<file path="src/rtl/dm_arbiter_pkg.sv">
// rtl/dm_arbiter_pkg.sv - shared state encoding and default widths for the DM arbiter
package dm_arbiter_pkg;

   localparam int DEF_ADDR_W   = 16;
   localparam int DEF_DATA_W   = 16;
   localparam int DEF_MAX_WAIT = 4;
   localparam int WAIT_CNT_W   = 4;   // holds MAX_WAIT up to 15

   // Records whether a read was issued last cycle and which port owns the return
   typedef enum logic [1:0] {
      IDLE    = 2'd0,
      PIPE_RD = 2'd1,
      LOAD_RD = 2'd2
   } arb_state_e;

endpackage

</file>
<file path="src/rtl/dm_arb_starve_cnt.sv">
// rtl/dm_arb_starve_cnt.sv - loader starvation counter with saturation compare
import dm_arbiter_pkg::*;

module dm_arb_starve_cnt #(
   parameter int MAX_WAIT = DEF_MAX_WAIT
) (
   input  logic                  clk,
   input  logic                  reset,
   input  logic                  l_req,
   input  logic                  l_grant,
   output logic [WAIT_CNT_W-1:0] wait_cnt,
   output logic                  starve
);

   // Count cycles the loader waits; any grant or dropped request restarts the count
   always_ff @(posedge clk) begin
      if (reset) begin
         wait_cnt <= '0;
      end else if (!l_req || l_grant) begin
         wait_cnt <= '0;
      end else if (!starve) begin
         wait_cnt <= wait_cnt + 1'b1;
      end
   end

   // Reaching the limit forces the loader through on the current cycle
   always_comb begin
      starve = (wait_cnt == WAIT_CNT_W'(MAX_WAIT));
   end

endmodule

</file>
<file path="src/rtl/dm_arbiter.sv">
// rtl/dm_arbiter.sv - two-port data-memory arbiter, pipeline priority with loader anti-starvation
import dm_arbiter_pkg::*;

module dm_arbiter #(
   parameter int ADDR_W   = DEF_ADDR_W,
   parameter int DATA_W   = DEF_DATA_W,
   parameter int MAX_WAIT = DEF_MAX_WAIT
) (
   input  logic              clk,
   input  logic              reset,
   input  logic              p_req,
   input  logic              p_rw,
   input  logic [ADDR_W-1:0] p_addr,
   input  logic [DATA_W-1:0] p_wdata,
   output logic              p_stall,
   output logic [DATA_W-1:0] p_rdata,
   output logic              p_rvalid,
   input  logic              l_req,
   input  logic              l_rw,
   input  logic [ADDR_W-1:0] l_addr,
   input  logic [DATA_W-1:0] l_wdata,
   output logic              l_ack,
   output logic [DATA_W-1:0] l_rdata,
   output logic              l_rvalid,
   output logic              mem_en,
   output logic              mem_rw,
   output logic [ADDR_W-1:0] mem_addr,
   output logic [DATA_W-1:0] mem_wdata,
   input  logic [DATA_W-1:0] mem_rdata
);

   arb_state_e                state, state_next;
   logic                      p_grant, l_grant;
   logic                      starve;
   logic [WAIT_CNT_W-1:0]     wait_cnt;
   logic [DATA_W-1:0]         p_hold, l_hold;

   dm_arb_starve_cnt #(
      .MAX_WAIT (MAX_WAIT)
   ) u_starve (
      .clk      (clk),
      .reset    (reset),
      .l_req    (l_req),
      .l_grant  (l_grant),
      .wait_cnt (wait_cnt),
      .starve   (starve)
   );

   // State register: remembers which port's read returns next cycle
   always_ff @(posedge clk) begin
      if (reset) begin
         state <= IDLE;
      end else begin
         state <= state_next;
      end
   end

   // Grant decision and memory command mux; everything held at zero during reset
   always_comb begin
      state_next = IDLE;
      p_grant    = 1'b0;
      l_grant    = 1'b0;
      p_stall    = 1'b0;
      l_ack      = 1'b0;
      mem_en     = 1'b0;
      mem_rw     = 1'b0;
      mem_addr   = '0;
      mem_wdata  = '0;
      if (!reset) begin
         if (l_req && (starve || !p_req)) begin
            l_grant = 1'b1;
         end else if (p_req) begin
            p_grant = 1'b1;
         end
         p_stall = p_req && !p_grant;
         l_ack   = l_grant;
         if (p_grant) begin
            mem_en     = 1'b1;
            mem_rw     = p_rw;
            mem_addr   = p_addr;
            mem_wdata  = p_wdata;
            state_next = p_rw ? IDLE : PIPE_RD;
         end else if (l_grant) begin
            mem_en     = 1'b1;
            mem_rw     = l_rw;
            mem_addr   = l_addr;
            mem_wdata  = l_wdata;
            state_next = l_rw ? IDLE : LOAD_RD;
         end
      end
   end

   // Route the returning read data to its owner; other port keeps its last value
   always_comb begin
      p_rvalid = !reset && (state == PIPE_RD);
      l_rvalid = !reset && (state == LOAD_RD);
      p_rdata  = '0;
      l_rdata  = '0;
      if (!reset) begin
         p_rdata = p_rvalid ? mem_rdata : p_hold;
         l_rdata = l_rvalid ? mem_rdata : l_hold;
      end
   end

   // Capture delivered read data so rdata holds between pulses
   always_ff @(posedge clk) begin
      if (reset) begin
         p_hold <= '0;
         l_hold <= '0;
      end else begin
         if (p_rvalid) p_hold <= mem_rdata;
         if (l_rvalid) l_hold <= mem_rdata;
      end
   end

endmodule

</file>
<file path="config.mk">
export PLATFORM = sky130hd
export DESIGN_NAME = dm_arbiter
export DESIGN_NICKNAME = d
export VERILOG_FILES = /design/src/rtl/dm_arbiter_pkg.sv /design/src/rtl/dm_arb_starve_cnt.sv /design/src/rtl/dm_arbiter.sv
export SDC_FILE = /design/constraint.sdc
export NUM_CORES = 1
export LEC_CHECK = 0
export CORE_ASPECT_RATIO = 1.1
export CORE_MARGIN = 2
export CORE_UTILIZATION = 28
export CTS_CLUSTER_SIZE = 24
export DETAILED_ROUTE_END_ITERATION = 10
export PLACE_DENSITY = 0.76
export REMOVE_ABC_BUFFERS = 1
export SYNTH_ARGS = -nofsm -noshare
export SYNTH_HDL_FRONTEND = slang
export SYNTH_SLANG_ARGS = --single-unit
</file>
<file path="constraint.sdc">
create_clock -name clk -period 1.65 [get_ports clk]
set_input_delay 0.2475 -clock clk [delete_from_list [all_inputs] [get_ports clk]]
set_output_delay 0.2475 -clock clk [all_outputs]
set_load 0.02 [all_outputs]
</file>
==> impl_metrics.prom <==
# TYPE chip_impl_metric gauge
chip_impl_info{name="worst_hold_path_type",value="flip-flop to flip-flop"} 1
chip_impl_metric{name="die_width",unit="um"} 79.7
chip_impl_metric{name="synthCells",unit=""} 217
chip_impl_info{name="timing.critical_path.to_type",value="output port"} 1
chip_impl_info{name="worst_path_most_repeated_cell",value="sky130_fd_sc_hd__buf_6"} 1
chip_impl_info{name="synth_top_cell_by_area",value="sky130_fd_sc_hd__dfxtp_1"} 1
chip_impl_metric{name="detail_route.first_pass.iterations",unit=""} 4
chip_impl_metric{name="grt_pass1_wl",unit="um"} 11300
chip_impl_metric{name="global_route.overflow_total",unit=""} 0
chip_impl_metric{name="yosys_warnings",unit=""} 0
chip_impl_info{name="violations",value="negative setup slack"} 1
chip_impl_info{name="critPathLaunchType",value="flip-flop"} 1
chip_impl_metric{name="finalCriticalPeriod",unit="ns"} 2.02
chip_impl_metric{name="cts_hold_repair.buffers",unit=""} 0
chip_impl_metric{name="power.leakage",unit="nW"} 1.97
chip_impl_metric{name="pwr_density_cell",unit="mW/mm^2"} 551
chip_impl_metric{name="h-tree-depth",unit=""} 2
chip_impl_info{name="grt_setup_unrepaired",value="yes"} 1
chip_impl_metric{name="placed_cells",unit=""} 455
chip_impl_metric{name="num_io_pins",unit=""} 156
chip_impl_metric{name="drt_iter0_markers",unit=""} 45
chip_impl_metric{name="critical_path_arrival",unit="ns"} 1.78
chip_impl_metric{name="routedWlPerCell",unit="um"} 17.4
chip_impl_metric{name="cts.path.max_buffers",unit=""} 2
chip_impl_metric{name="via_per_inst",unit=""} 4.78
chip_impl_metric{name="drt.antenna.violating_nets",unit=""} 0
chip_impl_metric{name="share_of_post_route_cells_with_drive_strength_above_1",unit="%"} 52.3
chip_impl_metric{name="final_cell_count_no_fill",unit=""} 490
chip_impl_info{name="worstPathCellList",value="inv_2 > ha_4 > nand3b_4 > a211oi_4 > buf_6 > buf_16 > a22o_1 > buf_6"} 1
chip_impl_metric{name="timing.critical_path.slowest_cell_delay",unit="ns"} 0.33
chip_impl_info{name="cpMaxStageDelayCell",value="sky130_fd_sc_hd__dfxtp_2"} 1
chip_impl_info{name="critical_path_class",value="flip-flop to output port"} 1
chip_impl_metric{name="peakVddDrop",unit="uV"} 380
chip_impl_metric{name="finalWeightedCongestion",unit=""} 0.761
chip_impl_metric{name="critPathRequiredTime",unit="ns"} 1.40
chip_impl_metric{name="core",unit="sq mm"} 0.00612
chip_impl_metric{name="maximum_number_of_pins_on_one_net_before_global_route_repair",unit=""} 35
chip_impl_metric{name="floorplan.initialDensity",unit="%"} 28.8
chip_impl_metric{name="placement.cell_area",unit="sq mm"} 0.00351
chip_impl_metric{name="post-synth-top-area-fraction",unit="%"} 43.1
chip_impl_metric{name="proportion_of_register_bits_with_asynchronous_set_or_reset_after_synthesis",unit="%"} 0
chip_impl_metric{name="worst-path-buf-inv",unit=""} 4
chip_impl_metric{name="critical_path_peak_fanout",unit=""} 9
chip_impl_metric{name="tritoncts.num_buffers",unit=""} 5
chip_impl_metric{name="syn_area",unit="sq mm"} 0.00176
chip_impl_metric{name="max_fclk",unit="MHz"} 494
chip_impl_metric{name="cts.sink_count",unit=""} 38
chip_impl_metric{name="buffer_ports.inserted",unit=""} 155
chip_impl_info{name="postSynth.topFlopCell",value="sky130_fd_sc_hd__dfxtp_1"} 1
chip_impl_metric{name="dp.final_hpwl",unit="um"} 5350
chip_impl_metric{name="transition_at_the_pin_with_the_smallest_max_transition_slack",unit="ns"} 0.376
chip_impl_metric{name="worst_case_setup_margin_in_the_final_layout",unit="ns"} -0.374
chip_impl_info{name="layout.cells.most_common",value="sky130_fd_sc_hd__clkdlybuf4s50_1"} 1
chip_impl_metric{name="skew",unit="ns"} 0.00432
chip_impl_metric{name="syn_to_final_growth",unit="%"} 160
chip_impl_metric{name="die_h",unit="um"} 87.3
chip_impl_metric{name="finalHoldViolCount",unit=""} 0
chip_impl_metric{name="post-route-period-util",unit="%"} 123
chip_impl_metric{name="floorplan.die_area",unit="sq mm"} 0.00695
chip_impl_metric{name="clk-insertion-delay-late",unit="ns"} 0.29
chip_impl_metric{name="hold_ws",unit="ns"} 0.474
chip_impl_metric{name="synth_enable_flop_cells",unit=""} 0
chip_impl_info{name="cts_tree",value="yes"} 1
chip_impl_metric{name="seq_area_frac_synth",unit="%"} 43.1
chip_impl_info{name="layout_common_cells",value="sky130_fd_sc_hd__clkdlybuf4s50_1 (84), sky130_fd_sc_hd__buf_6 (64), sky130_fd_sc_hd__buf_4 (39)"} 1
chip_impl_metric{name="layout.cell_area.non_filler",unit="sq mm"} 0.00458
chip_impl_metric{name="syn_avg_cell_area",unit="sq um"} 8.13
chip_impl_metric{name="max-cap-violations",unit=""} 0
chip_impl_info{name="path_delay_family",value="buffers and inverters"} 1
chip_impl_info{name="cts.root.buffer_cell",value="sky130_fd_sc_hd__clkbuf_8"} 1
chip_impl_info{name="run_status",value="finished, violations left"} 1
chip_impl_metric{name="finalSetupViolations",unit=""} 66
chip_impl_info{name="ys_top_cells_by_area",value="sky130_fd_sc_hd__dfxtp_1 (43%), sky130_fd_sc_hd__a22o_1 (16%), sky130_fd_sc_hd__nand2_1 (14%), sky130_fd_sc_hd__a21oi_1 (9.1%), sky130_fd_sc_hd__buf_2 (2.3%)"} 1
chip_impl_metric{name="route.final.wire_length",unit="um"} 8540
chip_impl_metric{name="gr-usage-all-layers",unit="%"} 21.4
chip_impl_metric{name="initial_antenna_violation_count",unit=""} 2
chip_impl_metric{name="finalMaxSlewViolations",unit=""} 0
chip_impl_metric{name="synth.ff_latch_count",unit=""} 38
chip_impl_metric{name="post-route-drc-count",unit=""} 0
chip_impl_metric{name="final_core_util",unit="%"} 74.9
chip_impl_metric{name="yosys.cell_types.count",unit=""} 23
chip_impl_metric{name="worst_setup_hold_path_clk_slew",unit="ns"} 0.07
chip_impl_metric{name="vias",unit=""} 2344
chip_impl_metric{name="final_layout_net_count",unit=""} 496
chip_impl_metric{name="report.power.total",unit="mW"} 2.53
chip_impl_metric{name="vias_in_the_first_global_route",unit=""} 2283
chip_impl_metric{name="maxSlewHeadroom",unit="%"} 74.9
chip_impl_metric{name="rows",unit=""} 30
## power by group
part           internal [mW]  total [mW]  switching, mW
combinational          0.463       0.824          0.361
sequential             0.938       0.951         0.0126
clock                  0.422       0.750          0.328
## through the flow
stage / setup TNS [ns] / worst slack, ns
floorplan: -20.39 / -0.588
global placement: -39.34 / -0.676
detailed placement: -41.19 / -0.683
CTS: -11.62 / -0.368
global route: -17.65 / -0.458
finish: -12.71 / -0.374
## state kept, by name (all words and copies together), names as in the netlist
name / cells
l_hold: 16
u_starve.wait_cnt: 4
p_hold: 16
state: 2
## metal layers
layer	vias up	wire, um	GRT usage [%]
met2	106	4490	38.1
li1	1121	-	-
met3	10	692	7.78
met1	1105	3250	24.2
met4	2	95	5.33
met5	-	12	0
## final timing paths
path	from	to	slack, ns	cells past startpoint
setup / recovery	u_starve.wait_cnt[1]	mem_addr[13]	-0.37	8
hold / removal	l_hold[3]	l_hold[3]	0.47	2
setup reg to reg	u_starve.wait_cnt[1]	state[1]	0.31	7
hold reg to reg	l_hold[3]	l_hold[3]	0.47	2
## layout make-up
cell class,instances,area (sq um)
Inverter,5,18.8
Clock buffer,8,110
Timing Repair Buffer,203,2130
Fill cell,422,1540
Tap cell,80,100
Sequential cell,38,769
Multi-Input combinational cell,155,1450
Antenna cell,1,2.50
## worst register-to-register path: stages, from the launching register on
cell	delay [ns]
sky130_fd_sc_hd__dfxtp_2	0.33
sky130_fd_sc_hd__inv_2	0.06
sky130_fd_sc_hd__ha_4	0.15
sky130_fd_sc_hd__nand3b_4	0.10
sky130_fd_sc_hd__a211oi_4	0.24
sky130_fd_sc_hd__buf_6	0.16
sky130_fd_sc_hd__buf_16	0.12
sky130_fd_sc_hd__and2b_1	0.12
## repair_timing
| item | CTS | global route |
|---|---|---|
| buffers inserted | 5 | 15 |
| resized for setup | 433 | 131 |
| gates cloned | 4 | 2 |
| setup endpoints to repair | 70 | 70 |
| pin swaps | 23 | 60 |
## cell usage after synthesis (all sizes together), types with 2 or more instances
library cell and n:
nand2 64, dfxtp 38, a22o 33, a21oi 32
buf 13, nor2 10, clkbuf 6, inv 5
nor2b 3, ha 2, nand2b 2, nand3b 2
## cells by family (layout without fill, tap and decap cells)
group,after synthesis,in the layout,share of synthesized area (%)
adders and majority gates,2,2,1.42
and+or+nand+nor,84,84,20.2
buffers and inverters,24,216,6.95
xor gates and xnor gates,1,1,0.497
AOI/OAI and AO/OA,67,67,27.2
DFF,38,38,43.1
other,0,1,0
muxes,1,1,0.567
Power figures use the tool's default switching activity.
